**src/rtl/mod_add_pipe_if.sv**
```systemverilog
// mod_add_pipe_if: operand/result handshake bundle for the pipelined add/sub/slt unit
interface mod_add_pipe_if #(parameter int WIDTH = 32);
  logic             in_valid, in_ready, out_valid, out_ready, carry, overflow, zero;
  logic [1:0]       op;
  logic [WIDTH-1:0] a, b, result;
  modport master (output in_valid, op, a, b, out_ready,
                  input  in_ready, out_valid, result, carry, overflow, zero);
  modport slave  (input  in_valid, op, a, b, out_ready,
                  output in_ready, out_valid, result, carry, overflow, zero);
endinterface

```
**src/rtl/mod_add_pipe.sv**
```systemverilog
// mod_add_pipe: add/sub/slt/sltu with the carry rippling one CW-bit chunk per pipeline stage
module mod_add_pipe #(
  parameter int WIDTH  = 32,
  parameter int STAGES = 4
) (
  input logic          clk,
  input logic          rst_n,
  mod_add_pipe_if.slave bus
);
  localparam int CW = WIDTH / STAGES;
  localparam int L  = STAGES - 1;
  logic             vR [STAGES], cR [STAGES], inV [STAGES], inC [STAGES], nC [STAGES];
  logic [1:0]       opR [STAGES], inOp [STAGES];
  logic [WIDTH-1:0] aR [STAGES], bR [STAGES], sR [STAGES];
  logic [WIDTH-1:0] inA [STAGES], inB [STAGES], inS [STAGES], nS [STAGES];
  logic [CW:0]      t;
  logic             adv, sgnN, sgnV;
  assign adv = bus.out_ready || !bus.out_valid;
  always_comb begin
    inA[0]  = bus.a;
    inB[0]  = bus.op == 2'b00 ? bus.b : ~bus.b;
    inS[0]  = '0;
    inC[0]  = bus.op != 2'b00;
    inOp[0] = bus.op;
    inV[0]  = bus.in_valid;
    for (int k = 1; k < STAGES; k++) begin
      inA[k]  = aR[k-1];
      inB[k]  = bR[k-1];
      inS[k]  = sR[k-1];
      inC[k]  = cR[k-1];
      inOp[k] = opR[k-1];
      inV[k]  = vR[k-1];
    end
    t = '0;
    for (int k = 0; k < STAGES; k++) begin
      t = {1'b0, inA[k][k*CW +: CW]} + {1'b0, inB[k][k*CW +: CW]} + (CW+1)'(inC[k]);
      nS[k] = inS[k];
      nS[k][k*CW +: CW] = t[CW-1:0];
      nC[k] = t[CW];
    end
  end
  always_ff @(posedge clk or negedge rst_n) begin
    if (!rst_n) begin
      for (int k = 0; k < STAGES; k++) begin
        vR[k]  <= 1'b0;
        cR[k]  <= 1'b0;
        opR[k] <= '0;
        aR[k]  <= '0;
        bR[k]  <= '0;
        sR[k]  <= '0;
      end
    end else if (adv) begin
      for (int k = 0; k < STAGES; k++) begin
        vR[k]  <= inV[k];
        cR[k]  <= nC[k];
        opR[k] <= inOp[k];
        aR[k]  <= inA[k];
        bR[k]  <= inB[k];
        sR[k]  <= nS[k];
      end
    end
  end
  assign sgnN          = sR[L][WIDTH-1];
  assign sgnV          = (aR[L][WIDTH-1] == bR[L][WIDTH-1]) && (sgnN != aR[L][WIDTH-1]);
  assign bus.in_ready  = adv;
  assign bus.out_valid = vR[L];
  assign bus.carry     = cR[L];
  assign bus.overflow  = sgnV;
  assign bus.result    = opR[L][1] ? {{(WIDTH-1){1'b0}}, opR[L][0] ? ~cR[L] : sgnN ^ sgnV} : sR[L];
  assign bus.zero      = bus.out_valid && bus.result == '0;
endmodule

```
**src/flat_wrapper.sv**
```systemverilog
// flat-port wrapper written by rule: the top's interface ports become plain ports
module mod_add_pipe_flat 
#(
  parameter int WIDTH  = 32,
  parameter int STAGES = 4
)
  (clk, rst_n, bus_in_valid, bus_op, bus_a, bus_b, bus_out_ready, bus_in_ready, bus_out_valid, bus_result, bus_carry, bus_overflow, bus_zero);
  mod_add_pipe_if #(.WIDTH(WIDTH)) bus_i ();
  input logic clk;
  input logic rst_n;
  input wire logic [$bits(bus_i.in_valid)-1:0] bus_in_valid;
  input wire logic [$bits(bus_i.op)-1:0] bus_op;
  input wire logic [$bits(bus_i.a)-1:0] bus_a;
  input wire logic [$bits(bus_i.b)-1:0] bus_b;
  input wire logic [$bits(bus_i.out_ready)-1:0] bus_out_ready;
  output wire logic [$bits(bus_i.in_ready)-1:0] bus_in_ready;
  output wire logic [$bits(bus_i.out_valid)-1:0] bus_out_valid;
  output wire logic [$bits(bus_i.result)-1:0] bus_result;
  output wire logic [$bits(bus_i.carry)-1:0] bus_carry;
  output wire logic [$bits(bus_i.overflow)-1:0] bus_overflow;
  output wire logic [$bits(bus_i.zero)-1:0] bus_zero;
  assign bus_i.in_valid = bus_in_valid;
  assign bus_i.op = bus_op;
  assign bus_i.a = bus_a;
  assign bus_i.b = bus_b;
  assign bus_i.out_ready = bus_out_ready;
  assign bus_in_ready = bus_i.in_ready;
  assign bus_out_valid = bus_i.out_valid;
  assign bus_result = bus_i.result;
  assign bus_carry = bus_i.carry;
  assign bus_overflow = bus_i.overflow;
  assign bus_zero = bus_i.zero;
  mod_add_pipe #(.WIDTH(WIDTH), .STAGES(STAGES)) u_core (.clk(clk), .rst_n(rst_n), .bus(bus_i));
endmodule
```
**config.mk**
```make
export PLATFORM = sky130hd
export DESIGN_NAME = mod_add_pipe_flat
export DESIGN_NICKNAME = d
export VERILOG_FILES = /design/src/rtl/mod_add_pipe_if.sv /design/src/rtl/mod_add_pipe.sv /design/src/flat_wrapper.sv
export SDC_FILE = /design/constraint.sdc
export NUM_CORES = 1
export LEC_CHECK = 0
export BUFFER_PORTS_ARGS = -buffer_cell sky130_fd_sc_hd__buf_2
export CAP_MARGIN = 40
export CORE_ASPECT_RATIO = 1.25
export CORE_MARGIN = 3
export CORE_UTILIZATION = 50
export DETAILED_ROUTE_END_ITERATION = 6
export PLACE_DENSITY_LB_ADDON = 0.12
export SLEW_MARGIN = 10
export SYNTH_ARGS = -nofsm -noshare
export SYNTH_HDL_FRONTEND = slang
export SYNTH_SLANG_ARGS = --single-unit
export TNS_END_PERCENT = 30
```
**constraint.sdc**
```tcl
create_clock -name clk -period 2.2 [get_ports clk]
set_input_delay 0.44 -clock clk [delete_from_list [all_inputs] [get_ports clk]]
set_output_delay 0.44 -clock clk [all_outputs]
set_load 0.005 [all_outputs]
```
==> results of run 1 <==
[worst max-delay path: cells and delay by family, from the launching register on]
family | cells | cell delay, ns
compound gates | 1 | 0.06
buf+inv | 2 | 0.28
flops | 1 | 0.39
simple gates | 4 | 0.59
[metal layers]
| layer | global-route usage [%] | up-vias |
|---|---|---|
| met5 | 0 | - |
| met4 | 6.39 | 0 |
| met3 | 3.84 | 24 |
| met2 | 32.2 | 109 |
| met1 | 26.1 | 3097 |
| li1 | - | 3438 |
[worst max-delay path by stage]
stage / startpoint / end / slack, ns / depth (start not counted)
after floorplan: bus_op[1] / u_core.inS[70] / 0.01 / 10
after global placement: bus_op[1] / u_core.inS[70] / -0.06 / 10
after detailed placement: bus_op[1] / u_core.inS[70] / -0.11 / 10
after CTS: u_core.sR[24] / bus_zero / -0.06 / 7
after global routing: u_core.sR[24] / bus_zero / -0.12 / 7
final: u_core.sR[24] / bus_zero / 0.002 / 7
[power breakdown]
part	leakage [nW]	internal [W]	switching, W
logic	2.82	0.00262	0.00323
clock network	0.313	0.00207	0.00128
registers	2.31	0.00518	0.00109
[final cells by class]
cell class / count / share of cell area [%]
Clock buffer: 21 / 4.33
Sequential cell: 194 / 45.6
Inverter: 13 / 0.505
Tap cell: 224 / 2.63
Multi-Input combinational cell: 752 / 37.1
Timing Repair Buffer: 137 / 8.10
Clock inverter: 10 / 1.70
[sequential cells by signal (all words and copies together) (netlist names)]
name / cells
u_core.aR: 49
u_core.bR: 49
u_core.inS: 48
u_core.sR: 32
u_core.inOp: 6
u_core.cR: 3
u_core.inV: 3
u_core.opR: 2
u_core.bus.carry: 1
u_core.bus.out_valid: 1
[cell families after synthesis]
group           count (synthesis)
fa+ha+maj                      35
simple gates                  542
compound gates                128
buf+inv                        62
xor+xnor                       47
flops                         194
[placed cells by master, fill, tap and decap left out, types with 2 or more instances in the layout]
master / Yosys / routed
sky130_fd_sc_hd__o31ai_2: 1 / 2
sky130_fd_sc_hd__nor3_1: 7 / 7
sky130_fd_sc_hd__xor2_1: 34 / 34
sky130_fd_sc_hd__xnor2_1: 13 / 13
sky130_fd_sc_hd__clkinv_2: 0 / 3
sky130_fd_sc_hd__clkbuf_16: 0 / 17
sky130_fd_sc_hd__clkbuf_8: 0 / 3
sky130_fd_sc_hd__bufinv_16: 0 / 5
sky130_fd_sc_hd__nand2_1: 436 / 436
sky130_fd_sc_hd__o21a_1: 7 / 7
sky130_fd_sc_hd__nor2b_4: 1 / 2
sky130_fd_sc_hd__o31a_1: 5 / 5
sky130_fd_sc_hd__o21ai_1: 2 / 3
sky130_fd_sc_hd__a31oi_1: 5 / 5
sky130_fd_sc_hd__o211ai_1: 2 / 2
sky130_fd_sc_hd__a211oi_1: 9 / 6
sky130_fd_sc_hd__clkbuf_1: 10 / 2
sky130_fd_sc_hd__nor2b_1: 33 / 32
sky130_fd_sc_hd__ha_1: 28 / 28
sky130_fd_sc_hd__fa_2: 0 / 6
sky130_fd_sc_hd__nor2_1: 49 / 48
sky130_fd_sc_hd__o31ai_1: 3 / 2
sky130_fd_sc_hd__a21oi_1: 43 / 41
sky130_fd_sc_hd__o21ai_0: 37 / 34
sky130_fd_sc_hd__a211oi_2: 0 / 3
sky130_fd_sc_hd__buf_4: 0 / 23
sky130_fd_sc_hd__o21ai_2: 1 / 3
sky130_fd_sc_hd__nand4_1: 2 / 2
sky130_fd_sc_hd__buf_12: 0 / 7
sky130_fd_sc_hd__a21o_1: 8 / 8
sky130_fd_sc_hd__nor4_1: 7 / 6
sky130_fd_sc_hd__inv_1: 12 / 11
sky130_fd_sc_hd__dfrtp_1: 194 / 193
sky130_fd_sc_hd__nand2b_1: 3 / 3
sky130_fd_sc_hd__buf_2: 39 / 105
[per-stage QoR]
| stage | worst slack [ns] | setup TNS (ns) | hold slack (ns) | total power (W) |
|---|---|---|---|---|
| floorplan | 0.0123 | 0 | 0.144 | 0.0102 |
| global placement | -0.0647 | -0.110 | 0.381 | 0.0118 |
| global route | -0.120 | -0.120 | 0.199 | 0.0168 |
| finish | 0.00174 | 0 | 0.210 | 0.0155 |
| detailed placement | -0.114 | -0.360 | 0.385 | 0.0120 |
| CTS | -0.0560 | -0.0560 | 0.196 | 0.0155 |
[what timing repair did]
item	in CTS	in global routing
hold buffers	1	0
pin swaps	2	3
buffers inserted	1	0
endpoints found under the setup margin	4	26
gates resized for setup	6	15
hold endpoints to repair	34	0
==> metrics.md, run 1 <==
| Metric | Value |
|---|---|
| Capturing point of the worst reg2reg path | `u_core.sR[30]` |
| Worst IR Drop VDD | `0.000600 V` |
| Power density of the placed cells | `1450 nW/um^2` |
| First-pass GRT wire length | `31600 um` |
| Max clock buf depth | `2` |
| Site row count | `54` |
| Overall fraction of global-route tracks in use | `19.5%` |
| Most common cell in the synthesized netlist | `sky130_fd_sc_hd__nand2_1` |
| Wire length on met1 | `8550 um` |
| Critical Path AT | `1.76 ns` |
| Aggregate routed wire length | `18200 um` |
| Port buffer count | `106` |
| Number of register bits inferred by synthesis | `194` |
| Wire length on met2 | `8710 um` |
| Growth of design area from synthesis to finish | `18.2%` |
| Kind of critical path | `flip-flop to output pin` |
| Crit-path cells | `nor4_2 > buf_4 > nand4_1 > nor2_1 > o21ai_1 > nor2_1 > buf_2` |
| Hold WC Path Type | `input pin to flip-flop` |
| Final-report max-slew violation count | `0` |
| Status | `complete, no violations` |
| Die Wd | `126 um` |
| Number of fillers in the final layout | `1618` |
| Instance area after placement | `9920 um^2` |
| Placeable core region | `17600 um^2` |
| Compound-Gate Fraction of Synth Area | `8.78%` |
| Transition at the pin with the smallest max-transition slack | `0.391 ns` |
| Xor/xnor cell area share of the yosys netlist | `4.57%` |
| Die ar. | `19700 um^2` |
| Worst Hold Endpoint | `u_core.aR[113]` |
| Pin count of the biggest net entering global routing | `86` |
| Iteration count of the initial detailed-routing pass | `4` |
| 1st-iter DRT viols | `387` |
| Reg-to-Reg Start | `u_core.cR[1]` |
| Routed length on met3 | `651 um` |
| Unrepaired setup endpoints after global routing | `true` |
| Library cell contributing the largest single delay on the critical path | `sky130_fd_sc_hd__dfrtp_1` |
| Final worst path period need | `2.20 ns` |
| Normalized max-slew margin | `73.8%` |
| Maximum cell stage delay along the critical path | `0.39 ns` |
| Final hold violation count | `0` |
| Final setup violation count | `0` |
| WL/cell | `13.5 um` |
| Chip Height | `156 um` |
| Initial core utilization | `51.3%` |
| Clock Skew | `0.00841 ns` |
| Cell at the root of the clock tree | `sky130_fd_sc_hd__clkbuf_16` |
| Capturing element type of the critical path | `output pin` |
| Worst setup SP type | `flip-flop` |
| Adder-Cell Fraction of Synth Area | `5.45%` |
| R2r setup slk | `0.08 ns` |
| Placed Instances | `1318` |
| Data required time of the critical path | `1.76 ns` |
| Multiplexer area fraction after synthesis | `0%` |
| DPL Wire Length | `12600 um` |
| Synth top cells by count | `436 x sky130_fd_sc_hd__nand2_1, 194 x sky130_fd_sc_hd__dfrtp_1, 49 x sky130_fd_sc_hd__nor2_1` |
| Number of synthesized flops with an enable pin | `0` |
| Share of flip-flops with an asynchronous set or reset | `100%` |
| Hold Startpoint | `bus_a[17]` |
| Worst-path fanout max | `3` |
| Area share of the largest cell type after synthesis | `53.9%` |
| Final Instance Area | `10600 um^2` |
| Cell leakage power | `5.44 nW` |
| Synthesized-area fraction occupied by and/or/nand/nor cells | `24.2%` |
| Uppermost layer routed | `met4` |
| Via count of the first global-routing pass | `6695` |
| Biggest area contributors in the synthesized netlist | `sky130_fd_sc_hd__dfrtp_1 54%, sky130_fd_sc_hd__nand2_1 18%, sky130_fd_sc_hd__ha_1 3.9%, sky130_fd_sc_hd__xor2_1 3.3%, sky130_fd_sc_hd__a21oi_1 2.4%` |
| Number of cells produced by synthesis | `1008` |
| Maximum level of the CTS H-tree | `4` |
| Maximum clock frequency | `0.455 GHz` |
| Number of nets produced by synthesis | `1113` |
| Maxcap violations | `0` |
| Total area of multi-input combinational cells | `3950 um^2` |
| Clock buffers created by TritonCTS | `17` |
| Footprint of the flip-flops and latches | `4860 um^2` |
| Vias per cell | `4.94` |
| Share of cells above drive strength 1 | `16.9%` |
| Most used cell along the critical path | `sky130_fd_sc_hd__nor2_1` |
| Clock-pin slew reported for the worst setup and hold paths after clock tree synthesis | `0.07 ns` |
| Post-synth top area cell | `sky130_fd_sc_hd__dfrtp_1` |
| Unique masters post-synth | `38` |
| Finished Core Util | `60.6%` |
| Antenna diode count | `0` |
| Cell area after synthesis | `9010 um^2` |
| Sequential area share after synthesis | `53.9%` |
| Number of primary I/O pins | `107` |
| Total Nets Final | `1220` |
| Number of cells in the finished layout apart from fillers | `1351` |
| Depth of the worst register-to-register path | `7` |
| Clk_lat worst skew | `0.42 ns` |
| Largest family of logic cells by synthesized area | `simple AND/OR/NAND/NOR gates` |
| Residual overflow from global routing | `0` |
| Ys flop type | `sky130_fd_sc_hd__dfrtp_1` |
| Yosys warnings | `0` |
| Initial antenna violation count | `0` |
| Count of antenna-violating nets left after detailed routing | `0` |
| Cell count of the worst hold path | `3` |
| TritonCTS clock tree | `built` |
| Ratio of final minimum period to clock period | `99.9%` |
| Average size of a mapped cell | `8.94 um^2` |
| GPL Wtd Cong | `0.839` |
| Total number of vias | `6668` |
| Sink count of the clock tree | `194` |
| Detailed-route DRC error count | `0` |
Note: power is estimated with default switching activity, not from simulation.
==> inputs of run 2 (changes only) <==
--- a/config.mk
+++ b/config.mk
@@ -9,7 +9,7 @@
 export CAP_MARGIN = 40
 export CORE_ASPECT_RATIO = 1.25
 export CORE_MARGIN = 3
-export CORE_UTILIZATION = 50
+export CORE_UTILIZATION = 53
 export DETAILED_ROUTE_END_ITERATION = 6
 export PLACE_DENSITY_LB_ADDON = 0.12
 export SLEW_MARGIN = 10
==> run 2 against run 1 <==
The run now ends with hold timing left; first-iteration DRC count rose by 29%; core utilization grew 3.9 points; clock skew barely moved; final cell count is 0.44% lower; design area down 0.22%; combinational power about the same; non-clock buffer count up 1; worst hold slack worse by 0.22 ns; critical path depth shrank 1; sequential share of layout area up 0.11 points; die area is 5.4% lower.
==> metrics.md, run 2 (synthesis results as in run 1) <==
| Metric | Value |
|---|---|
| Worst IR Drop VDD | `0.000687 V (was 0.000600 V)` |
| Reg power frac | `41.4% (was 40.6%)` |
| Aggregate routed wire length | `18500 um (was 18200 um)` |
| Count of antenna-violating nets left after detailed routing | `0 (unchanged)` |
| Overall fraction of global-route tracks in use | `20.9% (was 19.5%)` |
| Detailed-route DRC error count | `0 (unchanged)` |
| Hold WC Path Type | `input pin to async pin (was input pin to flip-flop)` |
| Data required time of the critical path | `1.76 ns (about the same)` |
| Maximum level of the CTS H-tree | `4 (unchanged)` |
| Final hold violation count | `4 (was 0)` |
| Clock Skew | `0.00850 ns (was 0.00841 ns)` |
| Ratio of final minimum period to clock period | `98.7% (was 99.9%)` |
| Via count of the first global-routing pass | `6505 (was 6695)` |
| Initial antenna violation count | `0 (unchanged)` |
| Number of cells in the finished layout apart from fillers | `1345 (was 1351)` |
| WL/cell | `13.8 um (was 13.5 um)` |
| Worst-path fanout max | `3 (unchanged)` |
| 1st-iter DRT viols | `501 (was 387)` |
| Kind of critical path | `flip-flop to output pin (unchanged)` |
| Power density of the placed cells | `1440 nW/um^2 (was 1450 nW/um^2)` |
| Worst setup SP type | `flip-flop (unchanged)` |
| Library cell contributing the largest single delay on the critical path | `sky130_fd_sc_hd__dfrtp_2 (was sky130_fd_sc_hd__dfrtp_1)` |
| Placed Instances | `1312 (was 1318)` |
| Net load switching power | `0.00569 W (was 0.00560 W)` |
| CP Buf/Inv Count | `1 (was 2)` |
| Sink count of the clock tree | `194 (unchanged)` |
| TritonCTS clock tree | `built (unchanged)` |
| Clock-pin slew reported for the worst setup and hold paths after clock tree synthesis | `0.07 ns (about the same)` |
| Failing checks | `hold timing` |
| Die ar. | `18600 um^2 (was 19700 um^2)` |
| Clock network power share | `20.7% (was 21.7%)` |
| Antenna diode count | `0 (unchanged)` |
| Max clock buf depth | `2 (unchanged)` |
| Initial core utilization | `54.7% (was 51.3%)` |
| Die Wd | `123 um (was 126 um)` |
| Clk_lat worst skew | `0.42 ns (about the same)` |
| Unrepaired setup endpoints after global routing | `true (unchanged)` |
| Share of cells above drive strength 1 | `17.4% (was 16.9%)` |
| First-pass GRT wire length | `30800 um (was 31600 um)` |
| DPL Wire Length | `12700 um (was 12600 um)` |
| Cell at the root of the clock tree | `sky130_fd_sc_hd__clkbuf_16 (unchanged)` |
| Pin count of the biggest net entering global routing | `69 (was 86)` |
| Final setup violation count | `0 (unchanged)` |
| Chip Height | `152 um (was 156 um)` |
| Critical Path AT | `1.73 ns (was 1.76 ns)` |
| Most used cell along the critical path | `sky130_fd_sc_hd__nor2_1 (unchanged)` |
| Final TNS setup | `0 ns (unchanged)` |
| Internal power | `0.00965 W (was 0.00987 W)` |
| Placeable core region | `16500 um^2 (was 17600 um^2)` |
| Leading cell type in the layout, fill and taps excluded | `sky130_fd_sc_hd__nand2_1 (unchanged)` |
| Post-cts hold buffer count | `0 (was 1)` |
| Number of primary I/O pins | `107 (unchanged)` |
| Growth of design area from synthesis to finish | `17.9% (was 18.2%)` |
| Residual overflow from global routing | `0 (unchanged)` |
| Iteration count of the initial detailed-routing pass | `6 (was 4)` |
| Site row count | `52 (was 54)` |
| Clock buffers created by TritonCTS | `17 (unchanged)` |
| Kind of cell adding the most delay to the critical path | `simple AND/OR/NAND/NOR gates (unchanged)` |
| Wire length on met1 | `8340 um (was 8550 um)` |
| Transition at the pin with the smallest max-transition slack | `0.519 ns (was 0.391 ns)` |
| Port buffer count | `106 (unchanged)` |
| Status | `finished with violations (was complete, no violations)` |
| Number of fillers in the final layout | `1473 (was 1618)` |
| Cell leakage power | `5.43 nW (was 5.44 nW)` |
| Wire length on met2 | `9130 um (was 8710 um)` |
| Final-report max-slew violation count | `0 (unchanged)` |
| Maxcap violations | `0 (unchanged)` |
| Top library cells by usage in the layout, fill and taps aside | `436 x sky130_fd_sc_hd__nand2_1, 192 x sky130_fd_sc_hd__dfrtp_1, 105 x sky130_fd_sc_hd__buf_2, 48 x sky130_fd_sc_hd__nor2_1, 41 x sky130_fd_sc_hd__a21oi_1 (was 436 x sky130_fd_sc_hd__nand2_1, 193 x sky130_fd_sc_hd__dfrtp_1, 105 x sky130_fd_sc_hd__buf_2, 48 x sky130_fd_sc_hd__nor2_1, 41 x sky130_fd_sc_hd__a21oi_1)` |
| Maximum cell stage delay along the critical path | `0.45 ns (was 0.39 ns)` |
| Share of power burned in combinational logic | `37.9% (was 37.8%)` |
| Total Nets Final | `1221 (was 1220)` |
| Maximum clock frequency | `0.461 GHz (was 0.455 GHz)` |
| Uppermost layer routed | `met4 (unchanged)` |
| Routed length on met3 | `714 um (was 651 um)` |
| GPL Wtd Cong | `0.833 (was 0.839)` |
| Capturing element type of the critical path | `output pin (unchanged)` |
| Share of total power consumed by net switching | `37.1% (was 36.2%)` |
| Normalized max-slew margin | `65.4% (was 73.8%)` |
| Crit-path cells | `nor4_4 > nand4_1 > nor2_1 > o21ai_0 > nor2_1 > buf_2 (was nor4_2 > buf_4 > nand4_1 > nor2_1 > o21ai_1 > nor2_1 > buf_2)` |
| Total number of vias | `6761 (was 6668)` |
| Vias per cell | `5.03 (was 4.94)` |
| Fin Hold WS | `-0.00840 ns (was 0.210 ns)` |
| Final worst path period need | `2.17 ns (was 2.20 ns)` |
==> run 2: cell types whose count changed in the layout (fill, tap and decap cells not counted), sizes merged <==
| cell | previous run | this run |
|---|---|---|
| buf | 135 | 137 |
| bufinv | 5 | 3 |
| inv | 13 | 15 |
| clkinv | 4 | 5 |
| dlygate4sd3 | 1 | 0 |
==> run 2: repair_timing <==
item | in CTS | in global routing
endpoints found under the setup margin | 5 | 26
setup buffers | 0 | 1
pin swaps | 3 | 3
resized for setup | 10 | 15
==> run 2: power groups by stage <==
stage | clock (W) | sequential (W) | combinational (W)
finish | 0.00317 | 0.00635 | 0.00581
global route | 0.00338 | 0.00654 | 0.00672
CTS | 0.00324 | 0.00632 | 0.00578
detailed placement | 0 | 0.00633 | 0.00562
global placement | 0 | 0.00627 | 0.00551
floorplan | 0 | 0.00595 | 0.00422
==> run 2: worst paths after layout <==
path	startpoint	endpoint	slack, ns	depth (start not counted)
worst min register to register	u_core.inS[2]	u_core.inS[2]	0.47	2
worst min-delay path	rst_n	u_core.inS[3]	-0.008	1
max in group asynchronous	rst_n	u_core.sR[14]	1.58	2
worst max register to register	u_core.bR[104]	u_core.inS[46]	0.11	8
worst max-delay path	u_core.sR[23]	bus_zero	0.03	6
min in group clk	bus_a[22]	u_core.aR[118]	0.20	3
==> run 2: layer usage <==
layer / vias to the layer above / track usage [%]
met2: 133 / 34.7
met1: 3174 / 28.0
met4: 0 / 6.83
met5: - / 0
li1: 3431 / -
met3: 23 / 3.94
==> run 2: metrics by stage <==
stage | total power (W) | worst slack [ns] | instance area, um^2 | utilization, % | hold slack [ns]
after global routing | 0.0166 | -0.118 | 10600 | 64.5 | 0.0130
after floorplan | 0.0102 | 0.0123 | 9020 | - | 0.144
after detailed placement | 0.0120 | -0.136 | 9910 | 60.2 | 0.455
final | 0.0153 | 0.0293 | 10600 | 64.5 | -0.00840
after CTS | 0.0153 | -0.0121 | 10600 | 64.2 | 0.00178
after global placement | 0.0118 | -0.0668 | 9910 | 60.2 | 0.442
==> run 2: final cells by class <==
cell class	count	area (um^2)	area share [%]
inverter	13	53.8	0.507
clock inverter	11	151	1.43
tap	216	270	2.54
multi-input combinational	752	3970	37.4
sequential	194	4860	45.7
timing repair buffer	138	855	8.05
clock buffer	21	460	4.34
